`config.mk`:
```
export PLATFORM = sky130hd
export DESIGN_NAME = molecule_motion_ctrl
export DESIGN_NICKNAME = d
export VERILOG_FILES = /design/src/rtl/molecule_motion_ctrl.sv
export SDC_FILE = /design/constraint.sdc
export NUM_CORES = 1
export LEC_CHECK = 0
export BUFFER_PORTS_ARGS = -buffer_cell sky130_fd_sc_hd__buf_4
export CELL_PAD_IN_SITES_DETAIL_PLACEMENT = 1
export CELL_PAD_IN_SITES_GLOBAL_PLACEMENT = 1
export CORE_AREA = 2 2 80 82
export CTS_CLUSTER_SIZE = 30
export DETAILED_ROUTE_END_ITERATION = 7
export DIE_AREA = 0 0 82 84
export GPL_TIMING_DRIVEN = 0
export PLACE_DENSITY_LB_ADDON = 0.1
export SYNTH_ARGS = -nofsm -noshare
export SYNTH_HDL_FRONTEND = slang
export SYNTH_SLANG_ARGS = --single-unit
```
`constraint.sdc`:
```
create_clock -name clk -period 5.5 [get_ports clk]
set_input_delay 0.275 -clock clk [delete_from_list [all_inputs] [get_ports clk]]
set_output_delay 0.275 -clock clk [all_outputs]
set_load 0.02 [all_outputs]
```
`src/rtl/molecule_motion_ctrl.sv`:
```
// Per-molecule motion engine: steps a 16-px sprite once per frame, bouncing off screen edges
// and off the membrane band. Optional macro CROSS_COUNT_EN adds a saturating side-crossing counter.
module molecule_motion_ctrl #(
  parameter logic [9:0] INIT_X   = 10'd100,
  parameter logic [9:0] INIT_Y   = 10'd100,
  parameter logic       INIT_DX  = 1'b1,
  parameter logic       INIT_DY  = 1'b1,
  parameter logic [9:0] STEP     = 10'd2,
  parameter logic [9:0] MOL_SIZE = 10'd16,
  parameter logic [9:0] X_MAX    = 10'd640,
  parameter logic [9:0] Y_MAX    = 10'd480,
  parameter logic [9:0] MEMB_X   = 10'd316,
  parameter logic [9:0] MEMB_W   = 10'd8
) (
  input  logic       clk,
  input  logic       reset,
  input  logic       frame,
  input  logic       magenta_membrane,
  input  logic       red_membrane,
  input  logic       blue_membrane,
  input  logic       no_membrane,
  input  logic       membrane_on,
  input  logic       is_red,
  input  logic       freeze,
  input  logic       btnD,
  output logic [9:0] pos_x,
  output logic [9:0] pos_y,
`ifdef CROSS_COUNT_EN
  output logic [7:0] cross_cnt,
`endif
  output logic       side
);

  localparam logic [10:0] STEP_W   = {1'b0, STEP};
  localparam logic [10:0] SIZE_W   = {1'b0, MOL_SIZE};
  localparam logic [10:0] X_LIM    = {1'b0, X_MAX} - SIZE_W;
  localparam logic [10:0] Y_LIM    = {1'b0, Y_MAX} - SIZE_W;
  localparam logic [10:0] BAND_L   = {1'b0, MEMB_X};
  localparam logic [10:0] BAND_R   = {1'b0, MEMB_X} + {1'b0, MEMB_W};
  localparam logic [10:0] HALF_SZ  = {2'b00, MOL_SIZE[9:1]};
  localparam logic [10:0] SIDE_THR = {1'b0, MEMB_X} + {2'b00, MEMB_W[9:1]};
  localparam logic        SIDE_INIT = (({1'b0, INIT_X} + HALF_SZ) >= SIDE_THR);

  typedef enum logic [1:0] {HOLD, MOVE, FROZEN} state_t;

  state_t     state_q, state_d;
  logic [9:0] pos_x_q, pos_x_d, pos_y_q, pos_y_d;
  logic       dx_q, dx_d, dy_q, dy_d;
  logic       side_q, side_d;
  logic       btn_q;
  logic       btn_rise, move_en;

  logic [10:0] x_cur, x_step, x_after, x_n;
  logic [10:0] y_cur, y_step, y_n;
  logic        x_under, y_under, blocked, memb_hold, dx_n, dy_n;

  function automatic logic in_band(input logic [10:0] x);
    return (x < BAND_R) && ((x + SIZE_W) > BAND_L);
  endfunction

  assign btn_rise = btnD & ~btn_q;

  // State register together with the position datapath registers
  always_ff @(posedge clk) begin
    if (reset) begin
      state_q <= HOLD;
      pos_x_q <= INIT_X;
      pos_y_q <= INIT_Y;
      dx_q    <= INIT_DX;
      dy_q    <= INIT_DY;
      side_q  <= SIDE_INIT;
      btn_q   <= 1'b0;
    end else begin
      state_q <= state_d;
      pos_x_q <= pos_x_d;
      pos_y_q <= pos_y_d;
      dx_q    <= dx_d;
      dy_q    <= dy_d;
      side_q  <= side_d;
      btn_q   <= btnD;
    end
  end

  always_comb begin
    state_d = state_q;
    if (btn_rise) begin
      state_d = HOLD;
    end else begin
      case (state_q)
        HOLD:    if (frame && !freeze && !btnD) state_d = MOVE;
        MOVE:    if (freeze) state_d = FROZEN;
        FROZEN:  if (!freeze) state_d = MOVE;
        default: state_d = HOLD;
      endcase
    end
  end

  always_comb begin
    move_en = (state_q == MOVE) && !btn_rise && !freeze && frame;
  end

  // Candidate step per axis; membrane hold first, then screen clamp on the result
  always_comb begin
    x_cur   = {1'b0, pos_x_q};
    y_cur   = {1'b0, pos_y_q};
    x_step  = dx_q ? (x_cur + STEP_W) : (x_cur - STEP_W);
    y_step  = dy_q ? (y_cur + STEP_W) : (y_cur - STEP_W);
    x_under = !dx_q && (x_cur < STEP_W);
    y_under = !dy_q && (y_cur < STEP_W);

    blocked   = membrane_on && !no_membrane &&
                (magenta_membrane || (red_membrane && !is_red) || (blue_membrane && is_red));
    memb_hold = blocked && !in_band(x_cur) && in_band(x_step);
    x_after   = memb_hold ? x_cur : x_step;

    x_n  = x_after;
    dx_n = dx_q ^ memb_hold;
    if (!memb_hold && x_under) begin
      x_n  = 11'd0;
      dx_n = ~dx_q;
    end else if (x_after > X_LIM) begin
      x_n  = X_LIM;
      dx_n = ~dx_n;
    end

    y_n  = y_step;
    dy_n = dy_q;
    if (y_under) begin
      y_n  = 11'd0;
      dy_n = ~dy_q;
    end else if (y_step > Y_LIM) begin
      y_n  = Y_LIM;
      dy_n = ~dy_q;
    end
  end

  always_comb begin
    pos_x_d = pos_x_q;
    pos_y_d = pos_y_q;
    dx_d    = dx_q;
    dy_d    = dy_q;
    if (btn_rise) begin
      pos_x_d = INIT_X;
      pos_y_d = INIT_Y;
      dx_d    = INIT_DX;
      dy_d    = INIT_DY;
    end else if (move_en) begin
      pos_x_d = x_n[9:0];
      pos_y_d = y_n[9:0];
      dx_d    = dx_n;
      dy_d    = dy_n;
    end
    side_d = (({1'b0, pos_x_d} + HALF_SZ) >= SIDE_THR);
  end

  assign pos_x = pos_x_q;
  assign pos_y = pos_y_q;
  assign side  = side_q;

`ifdef CROSS_COUNT_EN
  logic [7:0] cnt_q, cnt_d;

  always_comb begin
    cnt_d = cnt_q;
    if (btn_rise) begin
      cnt_d = 8'd0;
    end else if ((side_d != side_q) && (cnt_q != 8'hFF)) begin
      cnt_d = cnt_q + 8'd1;
    end
  end

  always_ff @(posedge clk) begin
    if (reset) cnt_q <= 8'd0;
    else       cnt_q <= cnt_d;
  end

  assign cross_cnt = cnt_q;
`endif

endmodule
```
==> flow_metrics.tcl <==
set metrics [dict create \
    comb_power_share_pct 8.3 \
    cts_buffers 3 \
    grt_max_degree 16 \
    synth_top_cell_by_area "dfxtp_1" \
    period_needed_ns 5.10 \
    syn2layout_area_growth_pct 15.6 \
    ys_warn_count 0 \
    status "complete, no violations" \
    relSlewSlack_pct 52.9 \
    port_buffers 30 \
    clock_latency_ns 0.27 \
    drtIter0Drc 103 \
    row_count 29 \
    synthCells 321 \
    routed_via_density 5.84 \
    max_freq_mhz 196 \
    yosysTopAreaCellShare_pct 20.1 \
    gr-total-overflow 0 \
    fp.dieH_um 84 \
    cts_tree "built" \
    period_share_pct 92.7 \
    syn_nets 343 \
    syn_area_um2 2490 \
    cp-start-kind "flop" \
    gp_congestion 0.866 \
    antenna_found_initial 0 \
    arrival_ns 5.27 \
    fin_util_pct 47.3 \
    clk_pin_slew_worst_paths_ns 0.09 \
    tightest_slew_ns 0.701 \
    p_int_uw 245 \
    fp.dieArea_um2 6890 \
    setup_viol 0 \
    drive_gt1_share_pct 20.5 \
    slew_violations 0 \
    crit_required_ns 5.67 \
    synth-edff-count 0 \
    synth_ff_type "dfxtp_1" \
    synth_commonest_cells "nor2_1, nand2_1, dfxtp_1, o21ai_0, a21oi_1" \
    cp_common_cell "ha_1" \
    root_buffer "clkbuf_8" \
    drc 0 \
    p_leak_uw 0.00109 \
    clock_skew_ns 0.00209 \
    synth_area_leaders "dfxtp_1, ha_1, nor2_1, xnor2_1, o21ai_0" \
    async_flop_share_pct 0 \
    seqCellArea_um2 502 \
    initial_utilization_pct 40.9 \
    critPathTopFamily "compound AO/OA/AOI/OAI gates" \
    n_fill_cell 783 \
    routedWlPerCell_um 17.2 \
    ys_ff_latch 25 \
    setup-tns-final_ns 0 \
    ios 32 \
    critPathKind "reg -> reg" \
    grt_pass1_vias 2515 \
    ant_nets 0 \
    cap_violations 0 \
    p_switching_uw 79.2 \
    cts_max_level 1 \
    crit_chain "buf_6, inv_1, ha_1, nor4b_4, or3_1, and2_1, ha_1, nand3b_1, nand3_1, a211oi_2, nor2_1, a211oi_4, a31oi_1, o31ai_4, a211oi_1, a211oi_2, nor2_1, ha_1, a21o_1, a31o_2, mux2_4, a221o_1" \
    synth-seq-area-share_pct 20.1 \
    fp.dieW_um 82 \
    vias 2530 \
    rsz0062_at_grt "no" \
    crit_path_top_delay_cell "o31ai_4" \
    drt_pass1_iterations 4 \
    grtUsageTotal_pct 22.9 \
    multi_input_area_um2 1870 \
    crit_buf_inv 2 \
    grt_pass1_wl_um 12500 \
    swShare_pct 24.4 \
    ir_drop_mv 0.0898 \
    end_kind "flop" \
    syn_avg_cell_area_um2 7.77 \
    max_stage_delay_ns 0.40 \
    cts.sinks 25 \
    p_seq_share_pct 56.4 \
    core_area_um2 6100 \
    nets 379 \
    clockBufferDepth 2 \
    synth.most_common_cell "nor2_1" \
    p_total_uw 325 \
    finalHoldViolCount 0 \
    clkPwrFrac_pct 35.3 \
    diodes 0 \
    post-dp-hpwl_um 5900 \
    cp_max_fo 7 \
    min_path_type "in -> reg" \
    synth.distinct_cells 76 \
    wirelength_um 7440 \
    power_density_nw_per_um2 113 \
]
kinds of logic after synthesis:
kind of cell | count (synthesis) | share of synthesized area (%)
buffers and inverters | 27 | 5.52
and+or+nand+nor | 140 | 32.1
other | 1 | 0.150
adders and majority gates | 11 | 5.52
AOI/OAI and AO/OA | 89 | 26.0
muxes | 9 | 3.91
xor gates and xnor gates | 19 | 6.67
DFF | 25 | 20.1
layout make-up:
class | count | share of cell area [%]
Buffer | 16 | 3.34
Clock buffer | 3 | 1.43
Clock inverter | 1 | 0.260
Inverter | 11 | 1.43
Multi-Input combinational cell | 269 | 64.7
Sequential cell | 25 | 17.4
Tap cell | 77 | 3.34
Timing Repair Buffer | 31 | 8.07
state kept, by name (all words and copies together), names as in the netlist:
register,flops
btn_q,1
dx_q,1
state_q,2
pos_y,9
side,1
dy_q,1
pos_x,10
power groups by stage:
stage                     clock network [uW]  registers [uW]  logic (uW)
final                                    114             183        27.1
after global routing                     128             183        29.7
after floorplan                            0             187        15.0
after global placement                     0             187        26.7
after detailed placement                   0             187        27.1
after CTS                                119             183        27.2
stage by stage:
| stage | cell area [um2] | worst slack (ns) | hold WS (ns) | instances |
|---|---|---|---|---|
| final | 2880 | 0.400 | 0.174 | 433 |
| after global routing | 2880 | 0.0273 | 0.162 | 433 |
| after CTS | 2870 | 0.000919 | 0.169 | 432 |
| after detailed placement | 2820 | 0.0640 | 0.467 | 428 |
| after global placement | 2820 | 0.0648 | 0.466 | 428 |
| after floorplan | 2490 | 0.720 | 0.344 | 321 |
cell usage in the layout, fill, tap and decap left out, types with 10 or more instances in the layout:
cell and count:
inv_1 11, a21oi_1 19, dfxtp_1 24, nand2_1 29, ha_1 11, nor2b_1 10
nor2_1 32, buf_4 32, xnor2_1 13, o21ai_0 22
final timing paths:
path	from	cells past startpoint	slack, ns	to
hold / removal	reset	2	0.17	btn_q$_SDFF_PP0_
setup reg to reg	pos_x[1]$_SDFF_PP0_	22	0.40	side$_SDFF_PP0_
setup / recovery	pos_x[1]$_SDFF_PP0_	22	0.40	side$_SDFF_PP0_
hold reg to reg	state_q[1]$_SDFFE_PP0P_	1	0.56	state_q[0]$_SDFFE_PP0P_
routing by layer:
metal / GRT usage [%] / vias to the layer above / share of wire (%) / wire, um
met3: 2.27 / 7 / 2.3 / 171
met1: 32.6 / 1252 / 51 / 3810
met2: 36.5 / 31 / 45 / 3370
met5: 0 / - / 0 / 0
met4: 5.61 / 0 / 1.2 / 92
li1: - / 1240 / - / -
what timing repair did:
item                       in CTS  in global routing
hold buffers                    0                  0
setup endpoints to repair       0                  1
gates resized for setup         0                  3
buffers inserted                0                  1
No activity file was read; power rests on OpenSTA's default activity.
